--- src/rtl/lane_writer_if.sv ---
// Lane-side push bus and single-word memory write port of the lane writer.
// The DUT uses the slave modport; the producer/memory side uses master.
interface lane_writer_if #(
  parameter int LANES  = 12,
  parameter int DATA_W = 8,
  parameter int OFF_W  = 6
);
  logic [LANES-1:0]        write;
  logic [LANES*DATA_W-1:0] in;
  logic [LANES-1:0]        full;
  logic                    idle;
  logic                    mem_we;
  logic [4+OFF_W-1:0]      mem_addr;
  logic [DATA_W-1:0]       mem_data;
  logic                    mem_ready;

  modport master (
    output write, in, mem_ready,
    input  full, idle, mem_we, mem_addr, mem_data
  );

  modport slave (
    input  write, in, mem_ready,
    output full, idle, mem_we, mem_addr, mem_data
  );
endinterface

--- src/rtl/lane_writer.sv ---
// Per-lane result FIFOs drained round-robin onto one memory write port,
// each lane writing its own region at an auto-incrementing offset.
module lane_writer #(
  parameter int LANES  = 12,
  parameter int DATA_W = 8,
  parameter int DEPTH  = 4,
  parameter int OFF_W  = 6
) (
  input  logic         clk,
  input  logic         rst,
  lane_writer_if.slave bus
);
  localparam int PW = $clog2(DEPTH);
  localparam int CW = PW + 1;
  localparam int LW = 4;

  typedef enum logic {IDLE, ISSUE} state_t;

  state_t                state_reg, state_next;
  logic [LW-1:0]         rr_reg;
  logic [4+OFF_W-1:0]    addr_reg;
  logic [DATA_W-1:0]     data_reg;

  logic [LANES-1:0]      nonempty, push, pop;
  logic [DATA_W-1:0]     head [LANES];
  logic [OFF_W-1:0]      off_cur [LANES];
  logic                  grant_valid;
  logic [LW-1:0]         grant, rr_next, cur_lane;
  logic [LW:0]           cand;
  logic [OFF_W-1:0]      off_sel;
  logic                  load, xfer;

  assign cur_lane = addr_reg[4+OFF_W-1 -: LW];

  generate
    for (genvar gi = 0; gi < LANES; gi++) begin : g_lane
      logic [PW-1:0]     wr_ptr_reg, rd_ptr_reg;
      logic [CW-1:0]     count_reg;
      logic [OFF_W-1:0]  off_reg;
      logic [DATA_W-1:0] mem_reg [DEPTH];

      assign nonempty[gi] = (count_reg != '0);
      assign bus.full[gi] = (count_reg == CW'(DEPTH));
      assign push[gi]     = bus.write[gi] && !bus.full[gi];
      assign pop[gi]      = load && (grant == LW'(gi));
      assign head[gi]     = mem_reg[rd_ptr_reg];
      assign off_cur[gi]  = off_reg;

      always_ff @(posedge clk or negedge rst) begin
        if (!rst) begin
          wr_ptr_reg <= '0;
          rd_ptr_reg <= '0;
          count_reg  <= '0;
          off_reg    <= '0;
        end else begin
          if (push[gi]) wr_ptr_reg <= wr_ptr_reg + 1'b1;
          if (pop[gi])  rd_ptr_reg <= rd_ptr_reg + 1'b1;
          count_reg <= count_reg + CW'(push[gi]) - CW'(pop[gi]);
          if (xfer && (cur_lane == LW'(gi))) off_reg <= off_reg + 1'b1;
        end
      end

      // Storage is not reset; occupancy alone decides what is valid.
      always_ff @(posedge clk) begin
        if (push[gi]) mem_reg[wr_ptr_reg] <= bus.in[gi*DATA_W +: DATA_W];
      end
    end
  endgenerate

  // First non-empty lane at or after rr; descending scan leaves the closest.
  always_comb begin
    grant_valid = 1'b0;
    grant       = '0;
    cand        = '0;
    for (int k = LANES - 1; k >= 0; k--) begin
      cand = {1'b0, rr_reg} + (LW+1)'(k);
      if (cand >= (LW+1)'(LANES)) cand = cand - (LW+1)'(LANES);
      if (nonempty[cand[LW-1:0]]) begin
        grant_valid = 1'b1;
        grant       = cand[LW-1:0];
      end
    end
  end

  assign rr_next = (grant == LW'(LANES - 1)) ? '0 : grant + 1'b1;
  // A back-to-back grant to the lane just transferred must see its bumped offset.
  assign off_sel = off_cur[grant] + OFF_W'(xfer && (cur_lane == grant));

  always_ff @(posedge clk or negedge rst) begin
    if (!rst) state_reg <= IDLE;
    else      state_reg <= state_next;
  end

  always_comb begin
    state_next = state_reg;
    case (state_reg)
      IDLE:    if (grant_valid) state_next = ISSUE;
      ISSUE:   if (bus.mem_ready && !grant_valid) state_next = IDLE;
      default: state_next = IDLE;
    endcase
  end

  always_comb begin
    xfer         = (state_reg == ISSUE) && bus.mem_ready;
    load         = grant_valid && ((state_reg == IDLE) || bus.mem_ready);
    bus.mem_we   = (state_reg == ISSUE);
    bus.idle     = (state_reg == IDLE) && !(|nonempty);
    bus.mem_addr = addr_reg;
    bus.mem_data = data_reg;
  end

  always_ff @(posedge clk or negedge rst) begin
    if (!rst) begin
      addr_reg <= '0;
      data_reg <= '0;
      rr_reg   <= '0;
    end else if (load) begin
      addr_reg <= {grant, off_sel};
      data_reg <= head[grant];
      rr_reg   <= rr_next;
    end
  end
endmodule

--- src/flat_wrapper.sv ---
// flat-port wrapper written by rule: the top's interface ports become plain ports
module lane_writer_flat 
#(
  parameter int LANES  = 12,
  parameter int DATA_W = 8,
  parameter int DEPTH  = 4,
  parameter int OFF_W  = 6
)
  (clk, rst, bus_write, bus_in, bus_mem_ready, bus_full, bus_idle, bus_mem_we, bus_mem_addr, bus_mem_data);
  lane_writer_if #(.LANES(LANES), .DATA_W(DATA_W), .OFF_W(OFF_W)) bus_i ();
  input  logic clk;
  input  logic rst;
  input wire logic [$bits(bus_i.write)-1:0] bus_write;
  input wire logic [$bits(bus_i.in)-1:0] bus_in;
  input wire logic [$bits(bus_i.mem_ready)-1:0] bus_mem_ready;
  output wire logic [$bits(bus_i.full)-1:0] bus_full;
  output wire logic [$bits(bus_i.idle)-1:0] bus_idle;
  output wire logic [$bits(bus_i.mem_we)-1:0] bus_mem_we;
  output wire logic [$bits(bus_i.mem_addr)-1:0] bus_mem_addr;
  output wire logic [$bits(bus_i.mem_data)-1:0] bus_mem_data;
  assign bus_i.write = bus_write;
  assign bus_i.in = bus_in;
  assign bus_i.mem_ready = bus_mem_ready;
  assign bus_full = bus_i.full;
  assign bus_idle = bus_i.idle;
  assign bus_mem_we = bus_i.mem_we;
  assign bus_mem_addr = bus_i.mem_addr;
  assign bus_mem_data = bus_i.mem_data;
  lane_writer #(.LANES(LANES), .DATA_W(DATA_W), .DEPTH(DEPTH), .OFF_W(OFF_W)) u_core (.clk(clk), .rst(rst), .bus(bus_i));
endmodule
--- config.mk ---
export PLATFORM = sky130hd
export DESIGN_NAME = lane_writer_flat
export DESIGN_NICKNAME = d
export VERILOG_FILES = /design/src/rtl/lane_writer_if.sv /design/src/rtl/lane_writer.sv /design/src/flat_wrapper.sv
export SDC_FILE = /design/constraint.sdc
export NUM_CORES = 1
export LEC_CHECK = 0
export BUFFER_PORTS_ARGS = -buffer_cell sky130_fd_sc_hd__buf_2
export CAP_MARGIN = 20
export CORE_AREA = 3 3 271 273
export CTS_CLUSTER_SIZE = 8
export DETAILED_ROUTE_END_ITERATION = 7
export DIE_AREA = 0 0 274 276
export PLACE_DENSITY_LB_ADDON = 0.15
export SLEW_MARGIN = 20
export SYNTH_ARGS = -nofsm -noshare
export SYNTH_HDL_FRONTEND = slang
export SYNTH_SLANG_ARGS = --single-unit
--- constraint.sdc ---
create_clock -name clk -period 6.7 [get_ports clk]
set_input_delay 0.335 -clock clk [delete_from_list [all_inputs] [get_ports clk]]
set_output_delay 0.335 -clock clk [all_outputs]
set_load 0.02 [all_outputs]
Word-level counts from Yosys, hierarchy flattened
Memories as Yosys holds them, arrays and structs flattened.
Index checks and enable logic that the tools add are counted.
{ "classes": {"add_sub_neg": 85, "magnitude_cmp": 25, "eq_ne": 35, "mux": 94, "bitwise": 2, "reduce_logical": 71} }
{ "ops": {"columns": ["cell", "n"], "rows": [
  ["$mux W4", 25],
  ["$add A6 B1 Y6 const B", 12],
  ["$lt A4 B5 Y1 const B", 12],
  ["$ge A5 B4 Y1 const B", 11],
  ["$mux W1", 50],
  ["$add A2 B1 Y2 const B", 24],
  ["$bmux W1 S4", 12],
  ["$sub A4 B4 Y4 const B", 12],
  ["$logic_and A1 B1 Y1", 41],
  ["$add A3 B1 Y3", 12],
  ["$eq A3 B3 Y1 const B", 12],
  ["$reduce_bool A3 Y1", 12],
  ["$sub A3 B1 Y3", 12],
  ["$bmux W8 S4", 1],
  ["$eq A4 B3 Y1 const B", 8],
  ["$eq A4 B4 Y1 const B", 8],
  ["$bmux W6 S4", 1],
  ["$add A4 B3 Y5 const B", 4],
  ["$add A4 B4 Y5 const B", 4],
  ["$eq A4 B2 Y1 const B", 4],
  ["$mux W8", 2],
  ["$logic_not A1 Y1", 14],
  ["$mux W6", 2],
  ["$reduce_or A12 Y1", 1],
  ["other kinds (13)", 16]
]} }
{ "word_totals": {"register_bits": 179, "ram_bits": 384, "input_bits": 111, "out_inout_bits": 32, "wordCells": 376, "memories": 12} }
{ "memory_table": {"columns": ["name", "words", "word_bits", "read_ports", "rd_ports_with_merged_regs", "write_ports", "line", "rtl"], "rows": [
  ["u_core.g_lane[0].mem_reg", 4, 8, 1, 0, 1, "lane_writer.sv:40", "logic [DATA_W-1:0] mem_reg [DEPTH];"],
  ["u_core.g_lane[10].mem_reg", 4, 8, 1, 0, 1, "lane_writer.sv:40", null],
  ["u_core.g_lane[11].mem_reg", 4, 8, 1, 0, 1, "lane_writer.sv:40", null],
  ["u_core.g_lane[1].mem_reg", 4, 8, 1, 0, 1, "lane_writer.sv:40", null],
  ["u_core.g_lane[2].mem_reg", 4, 8, 1, 0, 1, "lane_writer.sv:40", null],
  ["u_core.g_lane[3].mem_reg", 4, 8, 1, 0, 1, "lane_writer.sv:40", null],
  ["6 more memories", null, null, null, null, null, null, null]
]} }

Depth between registers and ports, before layout
Gate-level depths: netlist (run 1).
{ "logic_depth": {"ltp_word": 22, "ltp_mapped": 29} }

Least setup slack after synthesis (run 1)
No wires, ideal clock.
{ "synth_path": {"kind": "reg-to-reg", "startpoint": "register u_core.rr_reg[1]", "endpoint": "register u_core.g_lane[11].count_reg[2]", "arrival_time_ps": 5981, "required_ps": 6574, "slack_ps": 593, "stages_incl_launch_ff": 29, "period_less_slack_ps": 6107, "cell_sequence": "dfrtp_1 -> buf_2 -> inv_2 -> ha_1 -> xor2_2 -> inv_1 -> ha_1 -> a21oi_1 -> a21oi_1 -> or2_2 -> o32ai_1 -> o211ai_1 -> o2111a_1 -> o31ai_2 -> a22oi_4 -> inv_4 -> buf_4 -> clkbuf_1 -> clkbuf_1 -> ha_1 -> inv_1 -> nor3_1 -> ha_1 -> inv_1 -> ha_1 -> inv_1 -> fa_1 -> xnor2_1 -> xnor2_1"} }
{ "synth_between": {"elab_chain_cells": 20, "word_cells_on_any_way": 99, "classes_between": "add/sub: 24; order compare: 12; eq/ne: 1; mux: 60; reduce/logical: 2"} }
{ "synth_rtl": {"columns": ["item", "line", "rtl"], "rows": [
  ["start, declared", "lane_writer.sv:20", "logic [LW-1:0] rr_reg;"],
  ["start signal, assigned", "lane_writer.sv:120", "rr_reg <= rr_next;"],
  ["$add A4 B4 Y5", "lane_writer.sv:76", "cand = {1'b0, rr_reg} + (LW+1)'(k);"],
  ["$sub A4 B4 Y4 / $ge A5 B4 Y1 (equally long branches)", "lane_writer.sv:77", "if (cand >= (LW+1)'(LANES)) cand = cand - (LW+1)'(LANES);"],
  ["$mux W4", "lane_writer.sv:77", null],
  ["$bmux W1 S4", "lane_writer.sv:78", "if (nonempty[cand[LW-1:0]]) begin"],
  ["$mux W1 (implied by the code)", "lane_writer.sv:78", null],
  ["$mux W4 / $mux W1 (equally long branches) (12 in a row)", "lane_writer.sv:78", null],
  ["$eq A4 B4 Y1 / $logic_and A1 B1 Y1 (equally long branches)", "lane_writer.sv:45, lane_writer.sv:105", null],
  ["$logic_and A1 B1 Y1 (*)", "lane_writer.sv:45", "assign pop[gi] = load && (grant == LW'(gi));"],
  ["net u_core.pop[11]", "lane_writer.sv:24", "logic [LANES-1:0] nonempty, push, pop;"],
  ["$sub A3 B1 Y3 (*)", "lane_writer.sv:58", "count_reg <= count_reg + CW'(push[gi]) - CW'(pop[gi]);"],
  ["end signal, assigned", "lane_writer.sv:58", null],
  ["end, declared", "lane_writer.sv:38", "logic [CW-1:0] count_reg;"]
]} }
The timed path passes the listed nets; every way through them passes the cells marked *. The select of a mux whose other input is x is not followed.
A chain may end at the register's enable or synchronous reset.

Worst setup path after layout (run 1)
{ "layout_path": {"startpoint": "register u_core.rr_reg[1]", "endpoint": "register u_core.g_lane[0].count_reg[2]"} }
{ "layout_between": {"elab_chain_cells": 20, "word_cells_on_any_way": 99, "classes_between": "add/sub: 24; order compare: 12; mux: 60; reduce/logical: 3"} }
{ "layout_rtl": {"columns": ["item", "line"], "rows": [
  ["$add A4 B4 Y5", "lane_writer.sv:76"],
  ["$sub A4 B4 Y4 / $ge A5 B4 Y1 (equally long branches)", "lane_writer.sv:77"],
  ["$mux W4", "lane_writer.sv:77"],
  ["$bmux W1 S4", "lane_writer.sv:78"],
  ["$mux W1 (implied by the code)", "lane_writer.sv:78"],
  ["$mux W4 / $mux W1 (equally long branches) (12 in a row)", "lane_writer.sv:78"],
  ["$logic_not A4 Y1 / $logic_and A1 B1 Y1 (equally long branches)", "lane_writer.sv:45, lane_writer.sv:105"],
  ["$logic_and A1 B1 Y1 (*)", "lane_writer.sv:45"],
  ["net u_core.pop[0]", "lane_writer.sv:24"],
  ["$sub A3 B1 Y3 (*)", "lane_writer.sv:58"],
  ["end signal, assigned", "lane_writer.sv:58"],
  ["end, declared", "lane_writer.sv:38"]
]} }
Marked as above.

==> run_results.csv, run 1 <==
group,metric,value,unit
synthesis,yosysMostFrequentCell,"edfxtp_1",
detailed_routing,drt-initial-drc-count,1158,
place,place_congestion,0.8950,
detailed_routing,drc,0,
worst_setup_path,startpoint,"u_core.rr_reg[1]",
synthesis,synthFlopType,"edfxtp_1",
worst_setup_path,path_cells,"ha_1, a21boi_0, nor2_1, inv_1, ha_1, a22o_1, o311a_1, o21ai_1, nand3b_1, or3_1, o21bai_1, a22oi_4, buf_4, buf_6, and3_1, ha_1, inv_1, ha_1, fa_1, xnor2_1",
finish,finish.utilization,44.93,%
place,place_area,28740,µm²
synthesis,synth.distinct_cells,95,
synthesis,synth-seq-cells,563,
floorplan,core_area,71360,µm²
detailed_routing,viasPerCell,5.179,
place,io_buffers,142,
worst_setup_path,timing.rr.start,"u_core.rr_reg[1]",
sta,fin_setup_tns,0,ns
global_routing,grt_use_total,18.20,%
clock_tree,postCtsSetupRepairBufs,0,
global_routing,grt_max_degree,76,
detailed_routing,firstDrtPassIters,6,
sta,fmax,0.1585,GHz
floorplan,die_h,276,µm
clock_tree,numCtsBuffers,81,
global_routing,grt_pass1_wl,104800,µm
min_path,hold_path_class,"in2reg",
sta,finalClockSkew,0.03461,ns
sta,finalCritPeriodShare,94.19,%
finish,largest_register_ff_count,384,
place,place_inst,2941,
sta,setup_viol,0,
detailed_routing,num_vias,16470,
worst_setup_path,slowest_stage,"ha_1",
synthesis,syn_avg_cell_area,14.18,µm²
synthesis,synth_area_leaders,"edfxtp_1, dfrtp_1, mux4_2",
sta,slew_viol_final,0,
global_routing,antenna_found_initial,1,
finish,nets,2403,
synthesis,synth_seq_area_share,59.41,%
worst_setup_path,crit_path_end_kind,"register",
sta,finalHoldViolCount,0,
clock_tree,clkLatencyLatePin,0.62,ns
detailed_routing,wl_per_cell,21.50,µm
worst_setup_path,worstPathArrival,6.78,ns
synthesis,synth-edff-count,384,
detailed_routing,ant_nets,0,
synthesis,yosys-top-cells-count,"edfxtp_1, dfrtp_1, nand2_1",
synthesis,syn_nets,2133,
worst_setup_path,crit_type,"reg2reg",
worst_setup_path,reg2reg_depth,20,
sta,tightest_slew,1.075,ns
finish,fin_cells,3181,
synthesis,netlist.area_leader.share,42.79,%
synthesis,syn_inst,1901,
clock_tree,cts_htree_levels,3,
finish,fillCellCount,6544,
clock_tree,clk_pin_slew_worst_paths,0.05,ns
floorplan,ios,143,
worst_setup_path,critPathRequiredTime,7.17,ns
flow_run,maxCapViolCount,0,
worst_setup_path,worstPathMaxFanout,34,
clock_tree,clk_path_buf_depth,3,
place,hpwlAfterDp,49170,µm
finish,drive_gt1_share,19.06,%
worst_setup_path,path_depth,20,
global_routing,grt-ovfl-total,0,
sta,fin_crit,6.311,ns
clock_tree,cts_tree,"yes",
sta,maxSlewHeadroom,28.18,%
finish,area_delta_synth_final,18.98,%
sta,rsz0062_at_grt,"no",
worst_setup_path,crit_family,"simple AND/OR/NAND/NOR gates",
finish,post-route-cell-area,32070,µm²
min_path,min_delay_path_depth,3,
worst_setup_path,critical-path-max-stage-delay,0.51,ns
worst_setup_path,critPathBufInv,4,
worst_setup_path,setup.worst_path.start_class,"register",
floorplan,rows,98,
clock_tree,clock-sinks,563,
synthesis,syn_area,26950,µm²
clock_tree,cts_root_buffer,"clkbuf_16",
synthesis,synth_area_leader_cell,"edfxtp_1",
outcome,status,"finished clean",
floorplan,die_x,274,µm
floorplan,dieArea,75620,µm²
min_path,hp-start,"bus_mem_ready",
synthesis,ys_warn_count,0,
floorplan,initial_core_util,37.77,%
worst_setup_path,cp_common_cell,"ha_1",
synthesis,synth-async-reset-ratio,31.79,%
detailed_routing,routed_wirelength,68390,µm
global_routing,grt_pass1_vias,16860,
metal layers:
metal | up-vias | GRT usage, % | share of wire, %
met5 | - | 0 | 0
met4 | 0 | 5.418 | 2.4
met3 | 109 | 3.037 | 4.9
met2 | 375 | 29.36 | 48
met1 | 8347 | 25.32 | 45
li1 | 7642 | - | -
final timing paths:
| kind | to | slack, ns |
|---|---|---|
| max | u_core.g_lane[0].count_reg[2] | 0.39 |
| min | u_core.bus.mem_we | 0.12 |
| max in group asynchronous | u_core.g_lane[5].wr_ptr_reg[1] | 5.12 |
| min reg2reg | u_core.g_lane[7].off_reg[5] | 0.47 |
| max reg2reg | u_core.g_lane[0].count_reg[2] | 0.39 |
| min in group asynchronous | u_core.g_lane[0].wr_ptr_reg[0] | 0.22 |
layout make-up:
cell class / instances / area (µm²) / area share (%)
flip-flops and latches: 563 / 16010 / 49.93
diodes: 1 / 2.502 / 0.007804
clock inverters: 10 / 130.1 / 0.4058
well taps: 950 / 1189 / 3.707
clock buffers: 132 / 2218 / 6.918
inverters: 97 / 369.1 / 1.151
multi-input cells: 1154 / 10190 / 31.78
repair buffers: 274 / 1957 / 6.102
what timing repair did:
action / in CTS / in global routing
gates resized for setup: 0 / 1
endpoints found under the hold margin: 420 / 0
endpoints found under the setup margin: 0 / 4
hold buffers: 97 / 0
cell usage in the layout, fill, tap and decap left out, types with 8 or more instances in the layout:
| master | netlist | final |
|---|---|---|
| edfxtp_1 | 384 | 384 |
| dfrtp_1 | 179 | 179 |
| nand2_1 | 163 | 163 |
| buf_2 | 16 | 141 |
| mux4_2 | 110 | 110 |
| ha_1 | 109 | 109 |
| xnor2_1 | 99 | 99 |
| dlygate4sd3_1 | 0 | 97 |
| inv_1 | 92 | 92 |
| clkbuf_16 | 0 | 81 |
| mux2i_1 | 66 | 66 |
| and2_1 | 60 | 60 |
| nand3_1 | 53 | 53 |
| nor2_1 | 52 | 52 |
| o21ai_0 | 51 | 51 |
| clkbuf_1 | 34 | 51 |
| xor2_1 | 34 | 34 |
| buf_4 | 2 | 34 |
| a21oi_1 | 32 | 32 |
| nor3_1 | 26 | 26 |
| or3_1 | 21 | 21 |
| nand4_1 | 20 | 20 |
| nor2b_1 | 18 | 18 |
| a211oi_1 | 16 | 16 |
| nor4_1 | 14 | 14 |
| nor3b_1 | 13 | 13 |
| nand2b_1 | 13 | 12 |
| mux2_2 | 12 | 12 |
| fa_1 | 12 | 12 |
| a31oi_1 | 11 | 11 |
| and3_1 | 10 | 10 |
| and4_1 | 8 | 8 |
worst reg2reg max path, delay by kind of cell (launching register included):
family / cells / cell delay (ns)
AO/OA/AOI/OAI: 6 / 1.57
adder cells (fa/ha/maj): 5 / 1.47
buffers and inverters: 4 / 0.90
XOR/XNOR: 1 / 0.14
flip-flops: 1 / 0.48
AND/OR/NAND/NOR: 4 / 1.67
stage by stage:
step	hold slack, ns	worst slack (ns)
final	0.1158	0.3890
after global routing	0.09824	0.05229
after CTS	0.06826	0.2544
after detailed placement	0.2826	0.2730
after global placement	0.2806	0.3294
after floorplan	0.03941	0.5927
logic make-up (layout without fill, tap and decap cells):
kind of cell    count (synthesis)  count (layout)  synth area share, %
simple gates                  499             499                9.629
flops                         563             563                59.41
xor+xnor                      135             135                4.443
mux                           188             188                12.14
fa+ha+maj                     121             121                5.952
compound gates                211             211                5.604
buf+inv                       184             513                2.823
other cells                     0               1                    0
Power of run 1 is not shown: default switching activity piles up to over one toggle a cycle in this logic, so the estimate is an artifact.
==> inputs of run 2 (changes only) <==
--- a/config.mk
+++ b/config.mk
@@ -7,11 +7,10 @@
 export LEC_CHECK = 0
 export BUFFER_PORTS_ARGS = -buffer_cell sky130_fd_sc_hd__buf_2
 export CAP_MARGIN = 20
-export CORE_AREA = 3 3 271 273
+export CORE_AREA = 3 3 285 259
 export CTS_CLUSTER_SIZE = 8
 export DETAILED_ROUTE_END_ITERATION = 7
-export DIE_AREA = 0 0 274 276
-export PLACE_DENSITY_LB_ADDON = 0.15
+export DIE_AREA = 0 0 288 262
 export SLEW_MARGIN = 20
 export SYNTH_ARGS = -nofsm -noshare
 export SYNTH_HDL_FRONTEND = slang
==> constraint.sdc (replaced) <==
create_clock -name clk -period 6.55 [get_ports clk]
set_input_delay 0.3275 -clock clk [delete_from_list [all_inputs] [get_ports clk]]
set_output_delay 0.3275 -clock clk [all_outputs]
set_load 0.02 [all_outputs]
==> run 2 against run 1 <==
  * Core utilization up 0.15 points
  * Largest cell class unchanged
  * First-iteration DRC count up 9.0%
  * Clock skew down 0.0063 ns
  * Non-clock buffer count down 4
  * Count of clock-buffer cells in the layout up 1
  * Global-route usage about the same
  * Critical path depth up 4
  * Final area up 0.13%
  * Highest routed layer unchanged
  * Wire length down 0.73%
  * Die area down 0.22%
  * Register-to-register slack about the same
==> run_results.csv, run 2 (same netlist as run 1, synthesis figures left out) <==
group,metric,value,unit
sta,finalHoldViolCount,0,
sta,slew_viol_final,0,
floorplan,ios,143,
worst_setup_path,slowest_stage,"dfrtp_1",
place,io_buffers,142,
clock_tree,clkLatencyLatePin,0.63,ns
sta,finalCritPeriodShare,93.96,%
place,place_congestion,0.8967,
finish,area_delta_synth_final,19.14,%
worst_setup_path,critPathBufInv,6,
finish,layout_common_cells,"edfxtp_1, dfrtp_1, nand2_1",
finish,drive_gt1_share,19.12,%
clock_tree,cts_root_buffer,"clkbuf_16",
detailed_routing,routed_wirelength,67890,µm
outcome,status,"finished clean",
finish,nets,2399,
clock_tree,clock-sinks,563,
worst_setup_path,crit_type,"reg2reg",
clock_tree,numCtsBuffers,81,
clock_tree,clk_pin_slew_worst_paths,0.05,ns
detailed_routing,viasPerCell,5.231,
detailed_routing,drt-initial-drc-count,1262,
sta,fmax,0.1625,GHz
floorplan,rows,93,
global_routing,grt_pass1_wl,103700,µm
worst_setup_path,critical-path-max-stage-delay,0.49,ns
global_routing,grt-ovfl-total,0,
global_routing,grt_max_degree,68,
floorplan,dieArea,75460,µm²
clock_tree,cts_htree_levels,3,
finish,final_common_cell,"edfxtp_1",
floorplan,initial_core_util,37.85,%
floorplan,core_area,71210,µm²
floorplan,die_x,288,µm
global_routing,antenna_found_initial,4,
detailed_routing,num_vias,16650,
min_path,hold_path_class,"in2reg",
sta,fin_setup_tns,0,ns
detailed_routing,firstDrtPassIters,5,
worst_setup_path,crit_path_end_kind,"register",
worst_setup_path,setup.worst_path.start_class,"register",
clock_tree,cts_tree,"yes",
worst_setup_path,worstPathArrival,6.66,ns
clock_tree,clk_path_buf_depth,3,
finish,finish.utilization,45.09,%
sta,finalClockSkew,0.02835,ns
global_routing,grt_use_total,18.23,%
sta,setup_viol,0,
worst_setup_path,worstPathMaxFanout,20,
global_routing,grt_pass1_vias,17250,
sta,tightest_slew,1.072,ns
clock_tree,postCtsSetupRepairBufs,0,
detailed_routing,wl_per_cell,21.33,µm
detailed_routing,ant_nets,0,
worst_setup_path,critPathRequiredTime,7.06,ns
worst_setup_path,crit_family,"adder cells",
worst_setup_path,path_cells,"ha_1, xnor2_2, inv_2, ha_1, a221o_1, or3_1, a21bo_1, o211a_1, nor2_1, a21boi_0, o311ai_1, nand3_4, inv_4, ha_1, inv_1, nor3_1, buf_4, ha_1, inv_1, ha_1, inv_1, fa_1, xnor2_1, xnor2_1",
sta,rsz0062_at_grt,"no",
worst_setup_path,cp_common_cell,"ha_1",
flow_run,maxCapViolCount,0,
sta,fin_crit,6.154,ns
sta,maxSlewHeadroom,28.41,%
finish,largest_register_ff_count,384,
detailed_routing,drc,0,
place,hpwlAfterDp,49000,µm
floorplan,die_h,262,µm
-- run 2: layer usage --
layer	vias up	wire (µm)	GRT usage, %
li1	7655	-	-
met3	86	3809	3.591
met4	0	1533	5.768
met2	410	32090	28.88
met5	-	0	0
met1	8494	30450	25.41
-- run 2: final cells by class --
class                      instances  area, µm²
timing repair buffer             270       1952
fill                            6306      39100
multi-input combinational       1154      10200
tap                              950       1189
clock buffer                     133       2232
sequential                       563      16010
antenna                            4      10.01
clock inverter                    11      142.6
inverter                          97      369.1
-- run 2: stage by stage --
step           cells  instance area (µm²)  worst slack (ns)  hold WS [ns]
2_1_floorplan   1901                26950            0.4427       0.03191
3_3_place_gp    2937                28740            0.1720        0.3144
3_5_place_dp    2937                28740           0.07669        0.3212
4_1_cts         3178                32080           0.03974       0.07445
5_1_grt         3179                32100          0.002713        0.1204
6_report        3182                32110            0.3959        0.1109
-- run 2: path summary, 6_finish.rpt --
check / depth (start not counted) / to / start / slack [ns]
min in group asynchronous: 2 / u_core.g_lane[0].count_reg[1] / rst / 0.24
worst max register to register: 24 / u_core.g_lane[11].count_reg[2] / u_core.rr_reg[0] / 0.40
max in group asynchronous: 3 / u_core.rr_reg[2] / rst / 4.96
worst max-delay path: 24 / u_core.g_lane[11].count_reg[2] / u_core.rr_reg[0] / 0.40
worst min register to register: 1 / u_core.g_lane[2].off_reg[5] / u_core.g_lane[2].off_reg[5] / 0.47
worst min-delay path: 3 / u_core.bus.mem_we / bus_mem_ready / 0.11
-- run 2: worst min-delay path: stages --
cell	delay, ns
buf_2	0.13
nand2b_1	0.16
nand2_1	0.07
-- run 2: timing repair --
action	in CTS	in global routing
hold buffers	97	0
setup endpoints to repair	0	19
gates resized for setup	0	5
hold endpoints to repair	430	0
Power of run 2 is left out for the same reason.
